--- config.mk ---
export PLATFORM = sky130hd
export DESIGN_NAME = hidden_layer_mac
export DESIGN_NICKNAME = d
export VERILOG_FILES = /design/src/rtl/nn_pkg.sv /design/src/rtl/mac_unit.sv /design/src/rtl/hidden_layer_mac.sv
export SDC_FILE = /design/constraint.sdc
export NUM_CORES = 1
export LEC_CHECK = 0
export CORE_MARGIN = 5
export CORE_UTILIZATION = 64
export CTS_CLUSTER_SIZE = 12
export DETAILED_ROUTE_END_ITERATION = 10
export GPL_ROUTABILITY_DRIVEN = 0
export PLACE_DENSITY_LB_ADDON = 0.12
export SLEW_MARGIN = 5
export SYNTH_ARGS = -nofsm -noshare
export SYNTH_HDL_FRONTEND = slang
export SYNTH_SLANG_ARGS = --single-unit
--- constraint.sdc ---
create_clock -name clk -period 10.22 [get_ports clk]
set_clock_uncertainty 0.05 [all_clocks]
set_input_delay 2.044 -clock clk [delete_from_list [all_inputs] [get_ports clk]]
set_output_delay 2.044 -clock clk [all_outputs]
set_load 0.01 [all_outputs]
--- src/rtl/nn_pkg.sv ---
// Shared types and helpers for the NN layer engines (hidden and output layers).
package nn_pkg;

  typedef enum logic [2:0] {
    IDLE,
    MAC,
    DRAIN,
    WRITE,
    DONE
  } state_t;

  // Arithmetic shift, then ReLU and saturate to dw unsigned bits (dw <= 31).
  // Callers sign-extend their accumulator to 64 bits and truncate the result.
  function automatic logic [31:0] relu_sat(input logic signed [63:0] acc,
                                           input int unsigned       shift,
                                           input int unsigned       dw);
    logic signed [63:0] s;
    logic signed [63:0] max_v;
    s     = acc >>> shift;
    max_v = (64'sd1 <<< dw) - 64'sd1;
    if (s < 64'sd0)
      return '0;
    else if (s > max_v)
      return max_v[31:0];
    else
      return s[31:0];
  endfunction

endpackage

--- src/rtl/mac_unit.sv ---
// Unsigned-by-signed multiply feeding a wrapping signed accumulator; clr wins over en.
module mac_unit #(
  parameter int DATA_WIDTH = 8,
  parameter int ACC_W      = 26
) (
  input  logic                    clk,
  input  logic                    rst,
  input  logic                    clr,
  input  logic                    en,
  input  logic [DATA_WIDTH-1:0]   a,
  input  logic [DATA_WIDTH-1:0]   b,
  output logic signed [ACC_W-1:0] acc
);

  logic signed [2*DATA_WIDTH:0] prod;
  logic signed [ACC_W-1:0]      prod_ext;

  assign prod     = $signed({1'b0, a}) * $signed(b);
  assign prod_ext = {{(ACC_W-2*DATA_WIDTH-1){prod[2*DATA_WIDTH]}}, prod};

  always_ff @(posedge clk) begin
    if (rst || clr)
      acc <= '0;
    else if (en)
      acc <= acc + prod_ext;
  end

endmodule

--- src/rtl/hidden_layer_mac.sv ---
// Hidden-layer engine: streams input/weight RAMs through a MAC and writes
// ReLU-saturated activations to the hidden-unit RAM, one unit at a time.
module hidden_layer_mac
  import nn_pkg::*;
#(
  parameter int DATA_WIDTH = 8,
  parameter int NUM_INPUTS = 784,
  parameter int NUM_HIDDEN = 32,
  parameter int IN_ADDR_W  = 10,
  parameter int WT_ADDR_W  = 15,
  parameter int HID_ADDR_W = 5,
  parameter int ACC_W      = 26,
  parameter int SHIFT      = 7
) (
  input  logic                  clk,
  input  logic                  rst,
  input  logic                  start,
  output logic [IN_ADDR_W-1:0]  in_addr,
  input  logic [DATA_WIDTH-1:0] in_q,
  output logic [WT_ADDR_W-1:0]  wt_addr,
  input  logic [DATA_WIDTH-1:0] wt_q,
  output logic [HID_ADDR_W-1:0] hid_addr,
  output logic [DATA_WIDTH-1:0] hid_data,
  output logic                  hid_we,
  output logic                  busy,
  output logic                  done
);

  localparam logic [IN_ADDR_W-1:0]  LAST_I = IN_ADDR_W'(NUM_INPUTS - 1);
  localparam logic [HID_ADDR_W-1:0] LAST_H = HID_ADDR_W'(NUM_HIDDEN - 1);
  localparam logic [WT_ADDR_W-1:0]  STRIDE = WT_ADDR_W'(NUM_INPUTS);

  state_t                  state;
  logic [IN_ADDR_W-1:0]    i;
  logic [HID_ADDR_W-1:0]   h;
  logic [WT_ADDR_W-1:0]    base;
  logic                    valid;
  logic                    acc_clr;
  logic signed [ACC_W-1:0] acc;

  assign acc_clr = ((state == IDLE) && start) || (state == WRITE);

  mac_unit #(
    .DATA_WIDTH (DATA_WIDTH),
    .ACC_W      (ACC_W)
  ) u_mac (
    .clk (clk),
    .rst (rst),
    .clr (acc_clr),
    .en  (valid),
    .a   (in_q),
    .b   (wt_q),
    .acc (acc)
  );

  // The last product lands at the end of DRAIN, so the write port is decoded
  // from the WRITE state rather than registered a cycle early.
  assign hid_we   = (state == WRITE);
  assign hid_addr = hid_we ? h : '0;
  assign hid_data = hid_we ? DATA_WIDTH'(relu_sat(64'(acc), SHIFT, DATA_WIDTH)) : '0;

  always_ff @(posedge clk) begin
    if (rst) begin
      state   <= IDLE;
      i       <= '0;
      h       <= '0;
      base    <= '0;
      in_addr <= '0;
      wt_addr <= '0;
      valid   <= 1'b0;
      busy    <= 1'b0;
      done    <= 1'b0;
    end else begin
      // Data addressed this cycle returns next cycle; valid tracks it.
      valid <= (state == MAC);
      done  <= 1'b0;
      case (state)
        IDLE: begin
          if (start) begin
            state   <= MAC;
            i       <= '0;
            h       <= '0;
            base    <= '0;
            in_addr <= '0;
            wt_addr <= '0;
            busy    <= 1'b1;
          end
        end
        MAC: begin
          if (i == LAST_I) begin
            state <= DRAIN;
          end else begin
            i       <= i + 1'b1;
            in_addr <= i + 1'b1;
            wt_addr <= wt_addr + 1'b1;
          end
        end
        DRAIN: state <= WRITE;
        WRITE: begin
          i <= '0;
          if (h == LAST_H) begin
            state <= DONE;
            done  <= 1'b1;
          end else begin
            state   <= MAC;
            h       <= h + 1'b1;
            base    <= base + STRIDE;
            in_addr <= '0;
            wt_addr <= base + STRIDE;
          end
        end
        DONE: begin
          state <= IDLE;
          busy  <= 1'b0;
        end
        default: state <= IDLE;
      endcase
    end
  end

endmodule

# == Word level (Yosys, flattened, before mapping) ==
# Cells that the tools add are included.
# word_totals
regBits,87
output_inout_bits,41
wordCells,66
# op_classes
n_addsub,5
mul,1
order_cmp,2
n_eq_ne,10
mux,24
bitwise,1
reduce_logical,13
# op_table
op,count
one-hot mux 10 bit (3 select lines),2
2-to-1 mux 15 bit,3
one-hot mux 15 bit (3 select lines),1
2-to-1 mux 10 bit,3
one-hot mux 15 bit (2 select lines),1
adder 26 x 17 -> 26 bit,1
2-to-1 mux 8 bit,3
"greater-than comparator 19 x 9 -> 1 bit, second input constant",1
"< comparator 19 x 1 -> 1 bit, second input constant",1
multiplier 9 x 8 -> 17 bit,1
"adder 15 x 1 -> 15 bit, second input constant",1
"adder 15 x 10 -> 15 bit, second input constant",1
2-to-1 mux 5 bit,3
one-hot mux 3 bit (4 select lines),1
"adder 10 x 1 -> 10 bit, second input constant",1
"equality test 10 bit, second input constant",1
one-hot mux 5 bit (2 select lines),1
2-to-1 mux 3 bit,3
"equality test 3 x 2 -> 1 bit, second input constant",2
"inequality test 2 bit, second input constant",3
AND reduction 3 bit,2
"adder 5 x 1 -> 5 bit, second input constant",1
"equality test 5 bit, second input constant",1
AND reduction 2 bit,2
other kinds (13),16

# == Logic depth before layout (Yosys ltp) ==
# depth
word_depth,4
mapped_depth,20

# == Cells and area by module ==
# Synthesis repeated with hierarchy kept, for this count alone.
# unflattened
hier_cells,883
hier_area_um2,7507.2
# modules_own_cells
mod,n_inst,cells_per_inst,area_each_um2,seq_area_each_um2
mac_unit,1,500,4453.0,520.5
hidden_layer_mac,1,383,3054.2,1141.1

# == Worst setup path before layout ==
# OpenSTA, ideal clock, no wires.
# synth_timing
path_type,input port to flip-flop
start,input wt_q[1]
end,register u_mac.acc[22]
setup_time_ns,0.122
arrival_ns,6.480
required_time_ns,10.048
setup_slack_ns,3.568
stages,17
n_path_buf,1
path_cell_list,clkbuf_1 > nand2_1 > fa_1 > inv_1 > fa_1 > fa_1 > fa_1 > fa_1 > ha_1 > o21ai_0 > nor2_1 > o211ai_1 > o22ai_1 > nand3_1 > a21boi_1 > mux2i_1 > a311o_1
# synth_via
elab_chain_len,2
# synth_rtl
element,line_no,rtl
start: declaration,hidden_layer_mac.sv:21,"input logic [DATA_WIDTH-1:0] wt_q,"
multiplier 9 x 8 -> 17 bit,mac_unit.sv:18,"assign prod = $signed({1'b0, a}) * $signed(b);"
adder 26 x 17 -> 26 bit,mac_unit.sv:25,acc <= acc + prod_ext;
end signal: assignment,mac_unit.sv:25,
end: declaration,mac_unit.sv:12,output logic signed [ACC_W-1:0] acc
# Every way passes these cells.
# A chain may end at the register's enable or synchronous reset.

# == Worst setup path after layout ==
# layout_timing
start,input wt_q[7]
end,register u_mac.acc[22]
# Same word-level chain as after synthesis.

==> flow_summary.ini <==
[status]
status = finished, final reports clean

[pwr]
comb_power_share = 0.490
total_power_uw = 1290
leakage_uw = 0.00365
p_clk_frac = 0.234
switchingPower_uw = 525
p_seq_frac = 0.276
p_sw_frac = 0.407
vdd.ir_drop.worst_uv = 157
p_int_uw = 764
pwr_density_cell_mw_per_mm2 = 158

[logic_synthesis]
netlist_area_mm2 = 0.00724
ys_seq_area_frac = 0.230
synth_top_cell_by_area = dfxtp_1
synth_nets = 1016
yosysWarnings = 0
yosysTopAreaCellShare = 0.230
ys.flop_type = dfxtp_1
async_reset_ff_frac = 0
ys_top_cells_by_area = dfxtp_1 (23%), ha_1 (15%), fa_1 (14%)
ys_types = 59
synth-edff-count = 0
synth-seq-cells = 83
syn_inst = 857
syn_avg_cell_area_um2 = 8.45

[floorplanning]
core-area_mm2 = 0.0110
rows = 38
start_util = 0.659
die_area_mm2 = 0.0135
die_w_um = 116
die-height_um = 116
io_pins = 60

[route]
vias = 6252
via_per_inst = 5.97
drtIter0Drc = 588
drc = 0
ant_nets = 0
wl_per_cell_um = 16.4
wirelength_mm = 17.2
dr.pass1.iters = 5

[place]
dp_slack_ns = 2.21
port_buffers = 59
place_hpwl_mm = 13.3

[clock_network]
cts_resized = 0
cts_buffers = 9
cts_tree = built
cts_sinks = 83
clk_latency_ns = 0.35
hold_buffers = 0
post_cts_buffers = 0
cts.path.max_buffers = 2
root_buffer = clkbuf_16
clk_pin_slew_ns = 0.06
htree_levels = 3

[setup_path]
r2r_slack_ns = 5.15
start_kind = primary input
endpoint_kind = flop
crit_fanout = 14
crit_type = in2reg
cp.arrival_ns = 7.85
worstPathRequired_ns = 10.40

[grt]
grtUsageTotal = 0.272
grt_pass1_vias = 6398
antenna_found_initial = 0
grt_max_degree = 46
grt_pass1_wl_mm = 29.8
gr-total-overflow = 0

[timing]
drv_slew = 0
rsz0062_at_grt = false
worstMarginPinSlew_ns = 1.05
layout_setup_ws_ns = 2.55
finalHoldViolations = 0
max_freq_mhz = 130
slew_headroom = 0.300
setup_violations = 0
fin_crit_sh = 0.750
min_period_ns = 7.67
setup-tns-final_ns = 0

[layout]
nNetsFinal = 1062
regArea_mm2 = 0.00166
diodes = 0
syn2layout_area_growth_pct = 12.8
drive_gt1_frac = 0.0309
multi_input_area_mm2 = 0.00518
num-fill-cells = 803

[hold_path]
hold_class = reg2reg

[job]
drv_cap = 0
-- synthesized netlist by cell type (2+ instances only) --
| cell | count |
|---|---|
| nor4_1 | 5 |
| or3_1 | 5 |
| o21ai_1 | 3 |
| and2_1 | 33 |
| o22a_1 | 2 |
| nor3_1 | 14 |
| o31ai_1 | 4 |
| nand2b_1 | 8 |
| mux2i_1 | 14 |
| nand3_1 | 26 |
| buf_2 | 3 |
| o22ai_1 | 2 |
| o21a_1 | 9 |
| xnor2_1 | 22 |
| nor2_1 | 78 |
| buf_6 | 2 |
| nor3b_1 | 2 |
| nand3b_1 | 6 |
| a21o_1 | 15 |
| and4_1 | 2 |
| nor2_2 | 2 |
| o21bai_1 | 2 |
| fa_1 | 51 |
| ha_1 | 89 |
| nand2_1 | 91 |
| inv_1 | 71 |
| nand4_1 | 8 |
| nor2b_1 | 3 |
| a31oi_1 | 8 |
| clkbuf_1 | 21 |
| a311o_1 | 3 |
| xor2_1 | 19 |
| and3_1 | 18 |
| a211oi_1 | 9 |
| o21ai_0 | 43 |
| nand4b_1 | 2 |
| a21oi_1 | 54 |
| o211ai_1 | 3 |
| a21boi_0 | 3 |
| dfxtp_1 | 83 |
-- layer usage --
layer	vias to the layer above	part of all wire	GRT usage
met2	193	0.49	0.461
met5	-	0	0
li1	3028	-	-
met3	20	0.055	0.0518
met1	3011	0.44	0.356
met4	0	0.013	0.0727
-- registers in the layout (all words and copies together), names as in the netlist --
register / flops
i: 10
wt_addr: 15
base: 11
busy: 1
in_addr: 10
h: 5
state: 3
u_mac.acc: 26
done: 1
valid: 1
-- cells in the final DEF (no fill, tap or decap), drive strengths merged, types with 15 or more instances in the layout --
cell type,instances
and2,33
nand2,92
xor2,19
o21ai,47
and3,18
a21o,15
dfxtp,83
nor2,80
ha,89
inv,73
nand3,26
fa,51
clkdlybuf4s50,59
xnor2,22
a21oi,56
-- layout make-up --
type | count | area share
repair buffers | 62 | 0.0751
well taps | 140 | 0.0214
multi-input cells | 675 | 0.634
clock inverters | 6 | 0.00490
inverters | 72 | 0.0331
flip-flops and latches | 83 | 0.203
clock buffers | 9 | 0.0276
-- power groups by stage --
stage          registers [uW]  logic [uW]  clock network (uW)
6_report                  355         632                 301
5_1_grt                   358         721                 319
4_1_cts                   355         632                 303
3_5_place_dp              362         624                   0
3_3_place_gp              361         598                   0
2_1_floorplan             354         486                   0
-- through the flow --
step           hold slack [ns]   util  area [um^2]  cells
2_1_floorplan            0.395      -         7240    857
3_3_place_gp             0.395  0.720         7900   1032
3_5_place_dp             0.395  0.720         7900   1032
4_1_cts                  0.410  0.744         8170   1047
5_1_grt                  0.451  0.744         8170   1047
6_report                 0.410  0.744         8170   1047
-- kinds of logic after synthesis --
logic type,share of synthesized area
simple gates,0.206
compound gates,0.146
fa+ha+maj,0.295
buf+inv,0.0545
flops,0.230
xor+xnor,0.0496
mux,0.0194
-- critical path, stage by stage --
cell             delay [ns]
clkdlybuf4s50_1        0.88
inv_1                  0.31
nor2_1                 0.22
fa_1                   0.44
fa_1                   0.54
inv_1                  0.05
fa_1                   0.53
inv_1                  0.06
fa_1                   0.48
ha_1                   0.31
ha_1                   0.37
a21o_1                 0.21
or3_1                  0.32
o211ai_1               0.24
o22ai_1                0.20
nand3_1                0.12
a21boi_1               0.08
mux2i_1                0.12
a311o_1                0.31
-- worst paths after layout --
| path | from | endpoint | cells past startpoint |
|---|---|---|---|
| setup / recovery | wt_q[7] | u_mac.acc[22] | 19 |
| hold / removal | in_addr[8] | in_addr[8] | 2 |
| setup reg to reg | u_mac.acc[6] | u_mac.acc[22] | 18 |
| hold reg to reg | in_addr[8] | in_addr[8] | 2 |
Note: power is estimated with default switching activity, not from simulation.
